<file path="src/rtl/uart_pkg.sv">
// uart_pkg: shared receiver state encoding and oversampling constants
package uart_pkg;
    typedef enum logic [2:0] {IDLE, START, DATA, PARITY, STOP, BRK_WAIT} rx_state_t;
    localparam int OVERSAMPLE = 16;
    localparam int MID_TICK = 7;
endpackage

</file>
<file path="src/rtl/sync_2ff.sv">
// sync_2ff: two-flop synchroniser for an asynchronous single-bit input
module sync_2ff #(
    parameter logic RST_VAL = 1'b0
) (
    input  logic clk,
    input  logic rst,
    input  logic d,
    output logic q
);
    logic meta;
    // shift the async input through two flops, both loaded with RST_VAL on reset
    always_ff @(posedge clk) begin
        if (rst) {meta, q} <= {2{RST_VAL}};
        else     {meta, q} <= {d, meta};
    end
endmodule

</file>
<file path="src/rtl/uart_rx_deframer.sv">
// uart_rx_deframer: 16x oversampled UART receiver emitting {parity_err, data} per good frame
module uart_rx_deframer
    import uart_pkg::*;
#(
    parameter int DBIT       = 8,
    parameter int PARITY_EN  = 1,
    parameter int PARITY_ODD = 0,
    parameter int SB_TICK    = 16,
    parameter int Data_bits  = 9
) (
    input  logic                 clk,
    input  logic                 rst,
    input  logic                 s_tick,
    input  logic                 rx,
    output logic                 rx_done_tick,
    output logic [Data_bits-1:0] rx_word,
    output logic                 frame_err,
    output logic                 busy
);
    if (Data_bits != DBIT + 1) begin : g_bad_width
        $error("uart_rx_deframer: Data_bits must equal DBIT+1");
    end

    // s must also reach SB_TICK-1 when two stop bits are configured
    localparam int SW = (SB_TICK > OVERSAMPLE) ? $clog2(SB_TICK) : $clog2(OVERSAMPLE);
    localparam int NW = (DBIT > 1) ? $clog2(DBIT) : 1;

    rx_state_t           state, state_n;
    logic [SW-1:0]       s, s_n;
    logic [NW-1:0]       n, n_n;
    logic [DBIT-1:0]     b, b_n;
    logic                perr, perr_n, done_n, ferr_n, rx_s;
    logic [Data_bits-1:0] word_n;

    sync_2ff #(.RST_VAL(1'b1)) u_sync (.clk(clk), .rst(rst), .d(rx), .q(rx_s));

    assign busy = (state != IDLE);

    // state, counters, shift register and registered output pulses
    always_ff @(posedge clk) begin
        if (rst) begin
            state        <= IDLE;
            s            <= '0;
            n            <= '0;
            b            <= '0;
            perr         <= 1'b0;
            rx_done_tick <= 1'b0;
            frame_err    <= 1'b0;
            rx_word      <= '0;
        end else begin
            state        <= state_n;
            s            <= s_n;
            n            <= n_n;
            b            <= b_n;
            perr         <= perr_n;
            rx_done_tick <= done_n;
            frame_err    <= ferr_n;
            rx_word      <= word_n;
        end
    end

    // next-state decode; sampling decisions happen only on s_tick cycles
    always_comb begin
        state_n = state;
        s_n     = s;
        n_n     = n;
        b_n     = b;
        perr_n  = perr;
        done_n  = 1'b0;
        ferr_n  = 1'b0;
        word_n  = rx_word;
        case (state)
            IDLE: if (!rx_s) begin
                state_n = START;
                s_n     = '0;
            end
            START: if (s_tick) begin
                if (s == SW'(MID_TICK)) begin
                    state_n = rx_s ? IDLE : DATA;
                    s_n     = '0;
                    n_n     = '0;
                end else s_n = s + SW'(1);
            end
            DATA: if (s_tick) begin
                if (s == SW'(OVERSAMPLE - 1)) begin
                    b_n = {rx_s, b[DBIT-1:1]};
                    s_n = '0;
                    if (n == NW'(DBIT - 1)) state_n = (PARITY_EN != 0) ? PARITY : STOP;
                    else n_n = n + NW'(1);
                end else s_n = s + SW'(1);
            end
            PARITY: if (s_tick) begin
                if (s == SW'(OVERSAMPLE - 1)) begin
                    perr_n  = ^b ^ rx_s ^ (PARITY_ODD != 0);
                    s_n     = '0;
                    state_n = STOP;
                end else s_n = s + SW'(1);
            end
            STOP: if (s_tick) begin
                if (s == SW'(SB_TICK - 1)) begin
                    s_n     = '0;
                    state_n = rx_s ? IDLE : BRK_WAIT;
                    done_n  = rx_s;
                    ferr_n  = !rx_s;
                    word_n  = rx_s ? {(PARITY_EN != 0) && perr, b} : rx_word;
                end else s_n = s + SW'(1);
            end
            BRK_WAIT: if (rx_s) state_n = IDLE;
            default: state_n = IDLE;
        endcase
    end
endmodule

</file>
<file path="config.mk">
export PLATFORM = sky130hd
export DESIGN_NAME = uart_rx_deframer
export DESIGN_NICKNAME = d
export VERILOG_FILES = /design/src/rtl/uart_pkg.sv /design/src/rtl/sync_2ff.sv /design/src/rtl/uart_rx_deframer.sv
export SDC_FILE = /design/constraint.sdc
export NUM_CORES = 1
export LEC_CHECK = 0
export BUFFER_PORTS_ARGS = -buffer_cell sky130_fd_sc_hd__clkbuf_2
export CORE_MARGIN = 10
export CORE_UTILIZATION = 40
export DETAILED_ROUTE_END_ITERATION = 7
export PLACE_DENSITY_LB_ADDON = 0.05
export SKIP_CTS_REPAIR_TIMING = 1
export SYNTH_ARGS = -nofsm -noshare
export SYNTH_HDL_FRONTEND = slang
export SYNTH_HIERARCHICAL = 1
export SYNTH_SLANG_ARGS = --single-unit
</file>
<file path="constraint.sdc">
create_clock -name clk -period 3.55 [get_ports clk]
set_clock_uncertainty 0.05 [all_clocks]
set_input_delay 0.71 -clock clk [delete_from_list [all_inputs] [get_ports clk]]
set_output_delay 0.71 -clock clk [all_outputs]
set_load 0.01 [all_outputs]
</file>
==> results.json <==
{
  "synthTopCellsByArea": "dfxtp_1 42%, mux2i_1 12%, nor2_1 6.1%, xnor2_1 3.4%, o21ai_0 2.6%",
  "grt_pass1_vias": 1089,
  "relSlewSlack_pct": 59.6,
  "drv_slew": 0,
  "synthXorXnorAreaFrac_pct": 5.49,
  "ys_seq_elements": 32,
  "crit_type": "reg2reg",
  "fin_util_pct": 46.5,
  "crit_chain": "ha_1, and3_1, and3_1, and3_1, mux2i_1, nor2_1",
  "wl_met2_um": 1360,
  "wl_per_cell_um": 12.7,
  "setup_ws_ns": 1.43,
  "root_buffer": "clkbuf_8",
  "synth_top_area_share_pct": 42.0,
  "drt_iter0_markers": 69,
  "htree_levels": 2,
  "cts_made_buffers": 5,
  "reg2reg_slack_ns": 1.43,
  "ys.warnings.count": 6,
  "cts.sinks": 32,
  "topRoutingLayerUsed": "met4",
  "nNetsFinal": 183,
  "route.vias.total": 1160,
  "layout-drive-gt1-share_pct": 15.8,
  "min_period_over_period_pct": 59.9,
  "antenna_found_initial": 0,
  "max_freq_ghz": 0.471,
  "tritoncts": "yes",
  "max_cap_viol_count": 0,
  "power_switching_uw": 169,
  "dp_slack_ns": 1.35,
  "cp_num_buf_inv": 0,
  "min_path_type": "reg2reg",
  "fin_crit_ns": 2.12,
  "gr-total-overflow": 0,
  "hpwlAfterDp_um": 2010,
  "clock_latency_ns": 0.28,
  "area_growth_pct": 12.3,
  "num_rows": 22,
  "critPathArrivalTime_ns": 2.22,
  "synth_compound_area_share_pct": 9.59,
  "worst-path-max-fanout": 10,
  "dp.cells": 217,
  "tns_ns": 0,
  "syn_avg_cell_area_sq_um": 9.31,
  "intPower_uw": 590,
  "power_frac_seq_pct": 48.9,
  "synth_top_family_by_area": "simple AND/OR/NAND/NOR gates",
  "startpoint_type": "flop",
  "cp_top_family": "simple AND/OR/NAND/NOR gates",
  "syn_nets": 171,
  "ant_nets": 0,
  "netlist_instances": 164,
  "grt_use_total_pct": 9.60,
  "synth_edf_count": 0,
  "synth_mux_area_share_pct": 13.2,
  "grt_max_degree": 33,
  "diodes": 0,
  "dr_wl_met3_um": 144,
  "p_sw_share_pct": 22.2,
  "yosys.area_share.adder_pct": 2.46,
  "core_sq_mm": 0.00369,
  "fin_cells": 225,
  "avgViaCountPerCell": 5.16,
  "die_width_um": 81.8,
  "synth_area_leader_cell": "dfxtp_1",
  "nFillCells": 387,
  "clk_path_buf_depth": 2,
  "gp_congestion": 0.739,
  "drt-met1-wl_um": 1320,
  "p_clk_share_pct": 44.8,
  "port_buffers": 15,
  "netlist_top_cells_count": "32 x dfxtp_1, 25 x nor2_1, 19 x mux2i_1",
  "grt_pass1_wl_um": 5120,
  "outcome": "finished, final reports clean",
  "synth-main-ff-cell": "dfxtp_1",
  "pin_count": 16,
  "p_comb_share_pct": 6.2,
  "synth.distinct_cells": 40,
  "setup_viol": 0,
  "cpMostUsedCell": "and3_1",
  "endpoint_kind": "flop",
  "worst_slew_pin_slew_ns": 0.606,
  "ys_seq_area_share_pct": 42.0,
  "dieArea_sq_mm": 0.00669,
  "vdd_drop_max_mv": 0.251,
  "synth.most_common_cell": "dfxtp_1",
  "dieHeight_um": 81.8,
  "crit_slowest_cell": "and3_1",
  "start_util_pct": 41.4,
  "synthSimpleGateAreaFrac_pct": 23.4,
  "critPathMaxStageDelay_ns": 0.55,
  "cp.required_ns": 3.65,
  "dr.pass1.iters": 4,
  "finalHoldViolations": 0,
  "finalWirelength_um": 2860,
  "async_flop_share_pct": 0,
  "power.density_mw_per_mm2": 443,
  "rsz0062_at_grt": "no",
  "cts.clk_slew.worst_paths_ns": 0.07,
  "drc_errors": 0,
  "syn-cell-area_sq_mm": 0.00153,
  "leakage_uw": 0.000656
}
## metal layers
layer  vias up  track usage (%)
met5         -                0
met3         5             4.26
li1        600                -
met4         0             3.57
met2        20             15.3
met1       535             11.2
## worst register-to-register path: stages, from the launching register on
cell and delay [ns]:
dfxtp_1 0.37, ha_1 0.26, and3_1 0.27, and3_1 0.19, and3_1 0.55, mux2i_1 0.26, nor2_1 0.05
## kinds of logic after synthesis
family / after synthesis
simple gates: 67
compound gates: 23
xor+xnor: 8
mux: 20
flops: 32
buf+inv: 11
fa+ha+maj: 3
## path summary, 6_finish.rpt
kind / startpoint / to / cells past startpoint
worst max register to register: s[0]$_SDFFE_PP0P_ / rx_word[2]$_SDFFE_PP0P_ / 6
worst min register to register: u_sync/meta$_SDFF_PP1_ / u_sync/q$_SDFF_PP1_ / 1
worst min-delay path: u_sync/meta$_SDFF_PP1_ / u_sync/q$_SDFF_PP1_ / 1
worst max-delay path: s[0]$_SDFFE_PP0P_ / rx_word[2]$_SDFFE_PP0P_ / 6
## sequential cells by signal, indices dropped and copies added (netlist names)
register and cells:
b 8, frame_err 1, n 3, perr 1
rx_done_tick 1, rx_word 9, s 4, state 3
u_sync/meta 1, u_sync/q 1
## through the flow
stage	instance area [sq um]	total power [uW]	hold WS, ns
final	1710	759	0.359
after global routing	1710	795	0.397
after CTS	1710	772	0.366
after detailed placement	1610	427	0.345
after global placement	1610	426	0.339
after floorplan	1530	416	0.335
## cell usage in the layout (no fill, tap or decap), types with 2 or more instances in the layout
cell      Yosys  final
dfxtp_1      32     32
nor2_1       25     25
mux2i_1      19     19
clkbuf_2      0     15
o21ai_0       8      8
nand3_1       6      6
a21oi_1       6      6
xnor2_1       6      6
and3_1        5      5
nand2_1       5      5
clkbuf_8      0      5
nor2b_1       4      4
nand4_1       4      4
or2_1         3      3
ha_1          3      3
or3_1         2      2
nand3b_1      2      2
nor4b_1       2      2
or4_1         2      2
a22oi_1       2      2
## layout make-up
class | instances | area (sq um) | area share [%]
Multi-Input combinational cell | 121 | 827 | 48.2
Sequential cell | 32 | 641 | 37.4
Timing Repair Buffer | 15 | 75.1 | 4.38
Clock buffer | 6 | 72.6 | 4.23
Tap cell | 48 | 60.1 | 3.50
Clock inverter | 2 | 35.0 | 2.04
Inverter | 1 | 3.75 | 0.219
## power groups by stage
stage	Sequential (uW)	Clock (uW)	Combinational, uW
after floorplan	371	0	45.4
after global placement	379	0	47.2
after detailed placement	379	0	48.0
after CTS	371	353	48.1
after global routing	372	370	53.2
final	371	340	47.4
(Power assumes the default switching activity.)
